## src/rtl/monitor_buffer.sv

```systemverilog
// rtl/monitor_buffer.sv - occupancy FSM, event pulses, saturating counters and alarm for the buffer/timer stage
module monitor_buffer #(
  parameter int FULL_LEVEL = 12,
  parameter int TIMER_MAX  = 27,
  parameter int ALARM_HOLD = 3
) (
  input  logic       clk,
  input  logic       reset,
  input  logic [3:0] count_in,
  input  logic [4:0] timer_in,
  input  logic       ack,
  output logic [1:0] state,
  output logic       full,
  output logic       alarm,
  output logic       wrap_pulse,
  output logic       drop_pulse,
  output logic       tick_pulse,
  output logic [7:0] cycles,
  output logic [7:0] frames,
  output logic       error
);

  typedef enum logic [1:0] {IDLE = 2'd0, FILLING = 2'd1, FULL = 2'd2, ALARM = 2'd3} state_t;

  localparam logic [3:0] FULL_C = 4'(FULL_LEVEL);
  localparam logic [4:0] TMAX_C = 5'(TIMER_MAX);
  localparam logic [4:0] HOLD_C = 5'(ALARM_HOLD);

  state_t     st, st_nxt, st_base;
  logic [3:0] count_q, hold_cnt, hold_nxt;
  logic [4:0] timer_q;
  logic       c_full, c_zero, c_over, t_over;
  logic       wrap_ev, drop_ev, tick_ev, hold_hit, ack_alarm;

  assign c_full    = (count_in == FULL_C);
  assign c_zero    = (count_in == 4'd0);
  assign c_over    = (count_in > FULL_C);
  assign t_over    = (timer_in > TMAX_C);
  assign wrap_ev   = (count_q == FULL_C) && c_zero;
  assign drop_ev   = (count_q != 4'd0) && (count_q < FULL_C) && c_zero;
  assign tick_ev   = (timer_q == TMAX_C) && (timer_in == 5'd0);
  assign hold_hit  = ({1'b0, hold_cnt} + 5'd1) >= HOLD_C;
  assign ack_alarm = (st == ALARM) && ack;

  always_comb begin
    st_base = FILLING;
    if (c_zero)      st_base = IDLE;
    else if (c_full) st_base = FULL;

    st_nxt = st_base;
    if (st == ALARM) begin
      if (!ack) st_nxt = ALARM;
    end else if (c_full && hold_hit) begin
      st_nxt = ALARM;
    end

    // acknowledge restarts the full-duration count even if the buffer stays full
    hold_nxt = 4'd0;
    if (!ack_alarm && c_full) hold_nxt = (hold_cnt == 4'hF) ? 4'hF : hold_cnt + 4'd1;
  end

  always_ff @(posedge clk or negedge reset) begin
    if (!reset) begin
      count_q    <= 4'd0;
      timer_q    <= 5'd0;
      hold_cnt   <= 4'd0;
      st         <= IDLE;
      full       <= 1'b0;
      alarm      <= 1'b0;
      wrap_pulse <= 1'b0;
      drop_pulse <= 1'b0;
      tick_pulse <= 1'b0;
      cycles     <= 8'd0;
      frames     <= 8'd0;
      error      <= 1'b0;
    end else begin
      count_q    <= count_in;
      timer_q    <= timer_in;
      hold_cnt   <= hold_nxt;
      st         <= st_nxt;
      full       <= c_full;
      alarm      <= (st_nxt == ALARM);
      wrap_pulse <= wrap_ev;
      drop_pulse <= drop_ev;
      tick_pulse <= tick_ev;
      if (wrap_ev && cycles != 8'hFF) cycles <= cycles + 8'd1;
      if (tick_ev && frames != 8'hFF) frames <= frames + 8'd1;
      error      <= error | c_over | t_over;
    end
  end

  assign state = st;

endmodule

```

## config.mk

```make
export PLATFORM = sky130hd
export DESIGN_NAME = monitor_buffer
export DESIGN_NICKNAME = d
export VERILOG_FILES = /design/src/rtl/monitor_buffer.sv
export SDC_FILE = /design/constraint.sdc
export NUM_CORES = 1
export LEC_CHECK = 0
export ABC_AREA = 0
export CELL_PAD_IN_SITES_DETAIL_PLACEMENT = 1
export CELL_PAD_IN_SITES_GLOBAL_PLACEMENT = 2
export CORE_AREA = 5 5 69 87
export DETAILED_ROUTE_END_ITERATION = 6
export DIE_AREA = 0 0 74 92
export PLACE_DENSITY = 0.84
export SYNTH_ARGS = -nofsm -noshare
export SYNTH_HDL_FRONTEND = slang
export SYNTH_SLANG_ARGS = --single-unit
```

## constraint.sdc

```tcl
create_clock -name clk -period 2.1 [get_ports clk]
set_input_delay 0.21 -clock clk [delete_from_list [all_inputs] [get_ports clk]]
set_output_delay 0.21 -clock clk [all_outputs]
set_load 0.005 [all_outputs]
```

==> flow_metrics.env, run 1 <==
export IMPL_status="finished clean"
export IMPL_syn_cell_area_sq_um=1570
export IMPL_postCtsSetupRepairBufs=0
export IMPL_die_w_microns=74
export IMPL_clock_sinks=37
export IMPL_antenna_found_initial=0
export IMPL_max_stage_delay_ps=550
export IMPL_placed_cells=225
export IMPL_cts_path_max_buffers=2
export IMPL_finalSetupViolCount=0
export IMPL_fin_cells=232
export IMPL_grt_pass1_wl_microns=6460
export IMPL_clk_latency_ps=290
export IMPL_crit_arrival_ps=1990
export IMPL_final_common_cell="dfrtp_1"
export IMPL_relSlewSlack=0.458
export IMPL_htree_levels=2
export IMPL_wl_per_cell_microns=16.4
export IMPL_vias=1139
export IMPL_grt_max_degree=38
export IMPL_pin_count=36
export IMPL_setup_worst_path_class="primary input to flip-flop"
export IMPL_synth_sequential_area_ratio=0.592
export IMPL_required_ps=2270
export IMPL_synthCells=125
export IMPL_hold_buffers=0
export IMPL_power_mw=1.32
export IMPL_start_util=0.310
export IMPL_clk_pin_slew_ps=70
export IMPL_layout_common_cells="37 x dfrtp_1, 34 x clkdlybuf4s50_1, 11 x nand3_1, 11 x xnor2_1, 7 x nand2_1"
export IMPL_avgSynthCellArea_sq_um=12.5
export IMPL_crit_family="simple AND/OR/NAND/NOR gates"
export IMPL_yosys_register_bits=37
export IMPL_die_h_microns=92
export IMPL_post_cts_resize_count=0
export IMPL_setup_ws_ps=281
export IMPL_io_buffers=35
export IMPL_synth_net_count=141
export IMPL_avgViaCountPerCell=4.91
export IMPL_clock_skew_ps=7.46
export IMPL_maxCapViolations=0
export IMPL_multi_input_area_sq_um=628
export IMPL_clock_root_buffer="clkbuf_8"
export IMPL_cp_num_buf_inv=2
export IMPL_diodes=0
export IMPL_tightest_slew_ps=812
export IMPL_fin_crit_ps=1820
export IMPL_drt_iter0_drc=30
export IMPL_drv_slew=0
export IMPL_numCtsBuffers=5
export IMPL_regArea_sq_um=926
export IMPL_yosysUniqueCellTypes=35
export IMPL_synthToLayoutAreaGrowth_pct=34.0
export IMPL_hp_class="primary input to asynchronous set/reset pin"
export IMPL_hold_viol_final=0
export IMPL_endpoint_kind="flip-flop"
export IMPL_worstSetupStartpointType="primary input"
export IMPL_rows=29
export IMPL_path_depth=6
export IMPL_cts_tree="built"
export IMPL_leakagePower_nw=0.910
export IMPL_gp_congestion=0.762
export IMPL_critical_path_max_fanout=8
export IMPL_drc=0
export IMPL_r2r_cells=5
export IMPL_drtAntennaViolNets=0
export IMPL_final_nets=186
export IMPL_powerDensity_nw_per_um2=631
export IMPL_fin_crit_sh=0.866
export IMPL_yosys_warnings=0
export IMPL_final_layout_size_suffix_gt1_frac=0.112
export IMPL_holdWs_ps=16.9
export IMPL_grt_overflow=0
export IMPL_core_sq_um=5040
export IMPL_rsz0062_at_grt="false"
export IMPL_fmax_mhz=550
export IMPL_crit_slowest_cell="or4b_4"
export IMPL_crit_chain="clkdlybuf4s50_1, or4b_4, nor4_4, buf_4, nand3_2, mux2_4"
export IMPL_pre_cts_ws_ps=-32.0
export IMPL_drt_total_wl_microns=3810
export IMPL_grt_usage=0.125
export IMPL_die_area_sq_um=6810
export IMPL_fin_area_sq_um=2100
export IMPL_peakVddDrop_mv=0.373
export IMPL_drt_pass1_iterations=4
export IMPL_n_fill_cell=530
export IMPL_place_detailed_hpwl_microns=2840
export IMPL_grt_pass1_vias=1274
export IMPL_dpl_instance_area_sq_um=2010
cell families (layout without fill, tap and decap cells):
family          Yosys count  after routing  synth area share
simple gates             52             52             0.213
flops                    37             37             0.592
compound gates           13             13            0.0560
xor+xnor                 12             12            0.0671
fa+ha+maj                 4              4            0.0320
mux                       4              4            0.0328
buf+inv                   3             48           0.00719
cell type report:
| cell class | count | area share |
|---|---|---|
| Multi-Input combinational cell | 85 | 0.300 |
| Inverter | 3 | 0.00537 |
| Clock buffer | 7 | 0.0412 |
| Timing Repair Buffer | 38 | 0.175 |
| Tap cell | 62 | 0.0370 |
| Sequential cell | 37 | 0.442 |
where the power goes:
| group | total [mW] | leakage, nW | internal [mW] | switching [mW] |
|---|---|---|---|---|
| clock | 0.497 | 0.0443 | 0.260 | 0.237 |
| combinational | 0.0804 | 0.381 | 0.0422 | 0.0382 |
| sequential | 0.746 | 0.484 | 0.730 | 0.0155 |
flip-flops by register name, indices dropped and copies added, names as in the netlist, 2 cells and up:
signal	flops
timer_q	5
state	2
cycles	8
count_q	4
hold_cnt	4
frames	8
final timing paths:
path	startpoint	endpoint	slack (ps)
worst max-delay path	timer_in[1]	frames[6]$_DFFE_PN0P_	280
worst min-delay path	reset	cycles[5]$_DFFE_PN0P_	20
worst max register to register	timer_q[4]$_DFF_PN0_	frames[6]$_DFFE_PN0P_	390
worst min register to register	cycles[5]$_DFFE_PN0P_	cycles[5]$_DFFE_PN0P_	490
max in group asynchronous	reset	timer_q[4]$_DFF_PN0_	1570
min in group clk	timer_in[0]	timer_q[0]$_DFF_PN0_	410
Yosys cell counts:
master / number / area [sq um]
and2_1: 2 / 12.5
inv_1: 3 / 11.3
mux2i_1: 1 / 10.0
mux2_1: 1 / 11.3
or4b_4: 1 / 13.8
nand3_2: 1 / 10.0
nand2b_1: 2 / 12.5
nand3_1: 11 / 55.1
nor2_1: 6 / 22.5
nor3_1: 2 / 10.0
or2_2: 1 / 6.26
o21bai_1: 1 / 7.51
nor2b_1: 1 / 6.26
o211ai_1: 1 / 7.51
mux2_4: 2 / 30.0
and3_1: 5 / 31.3
nand4_1: 6 / 37.5
and4_1: 2 / 17.5
o41ai_1: 1 / 8.76
nand4b_1: 1 / 8.76
ha_1: 4 / 50.1
nand2_1: 7 / 26.3
nand2_2: 1 / 6.26
nor4b_4: 1 / 23.8
nor4_2: 1 / 12.5
o21ai_0: 1 / 5.00
xor2_1: 1 / 8.76
dfrtp_1: 37 / 926
o22ai_1: 1 / 6.26
a31oi_1: 1 / 6.26
a21oi_1: 4 / 20.0
xnor2_1: 11 / 96.3
a221oi_1: 1 / 8.76
a41oi_1: 2 / 17.5
nor4_4: 1 / 21.3
metal layers:
| metal | global-route usage | share of wire |
|---|---|---|
| met5 | 0 | 0 |
| met4 | 0.0604 | 0.020 |
| met3 | 0.0460 | 0.054 |
| met2 | 0.201 | 0.51 |
| met1 | 0.145 | 0.41 |
stage by stage:
stage,utilization,setup TNS [ps]
after floorplan,-,0
after global placement,0.399,0
after detailed placement,0.399,-56.7
after CTS,0.416,0
after global routing,0.416,0
final,0.416,0
Power figures use the tool's default switching activity.
==> run 2, diff against run 1 <==
--- a/config.mk
+++ b/config.mk
@@ -12,6 +12,7 @@
 export DETAILED_ROUTE_END_ITERATION = 6
 export DIE_AREA = 0 0 74 92
 export PLACE_DENSITY = 0.84
+export SKIP_LAST_GASP = 1
 export SYNTH_ARGS = -nofsm -noshare
 export SYNTH_HDL_FRONTEND = slang
 export SYNTH_SLANG_ARGS = --single-unit
==> results of run 2 <==
The final DEF is identical to that of run 1; final timing and power are the same.
==> run 3, diff against run 2 <==
--- a/config.mk
+++ b/config.mk
@@ -9,6 +9,7 @@
 export CELL_PAD_IN_SITES_DETAIL_PLACEMENT = 1
 export CELL_PAD_IN_SITES_GLOBAL_PLACEMENT = 2
 export CORE_AREA = 5 5 69 87
+export CTS_CLUSTER_DIAMETER = 100
 export DETAILED_ROUTE_END_ITERATION = 6
 export DIE_AREA = 0 0 74 92
 export PLACE_DENSITY = 0.84
==> results of run 3 <==
The final DEF is identical to that of run 1; final timing and power are the same.
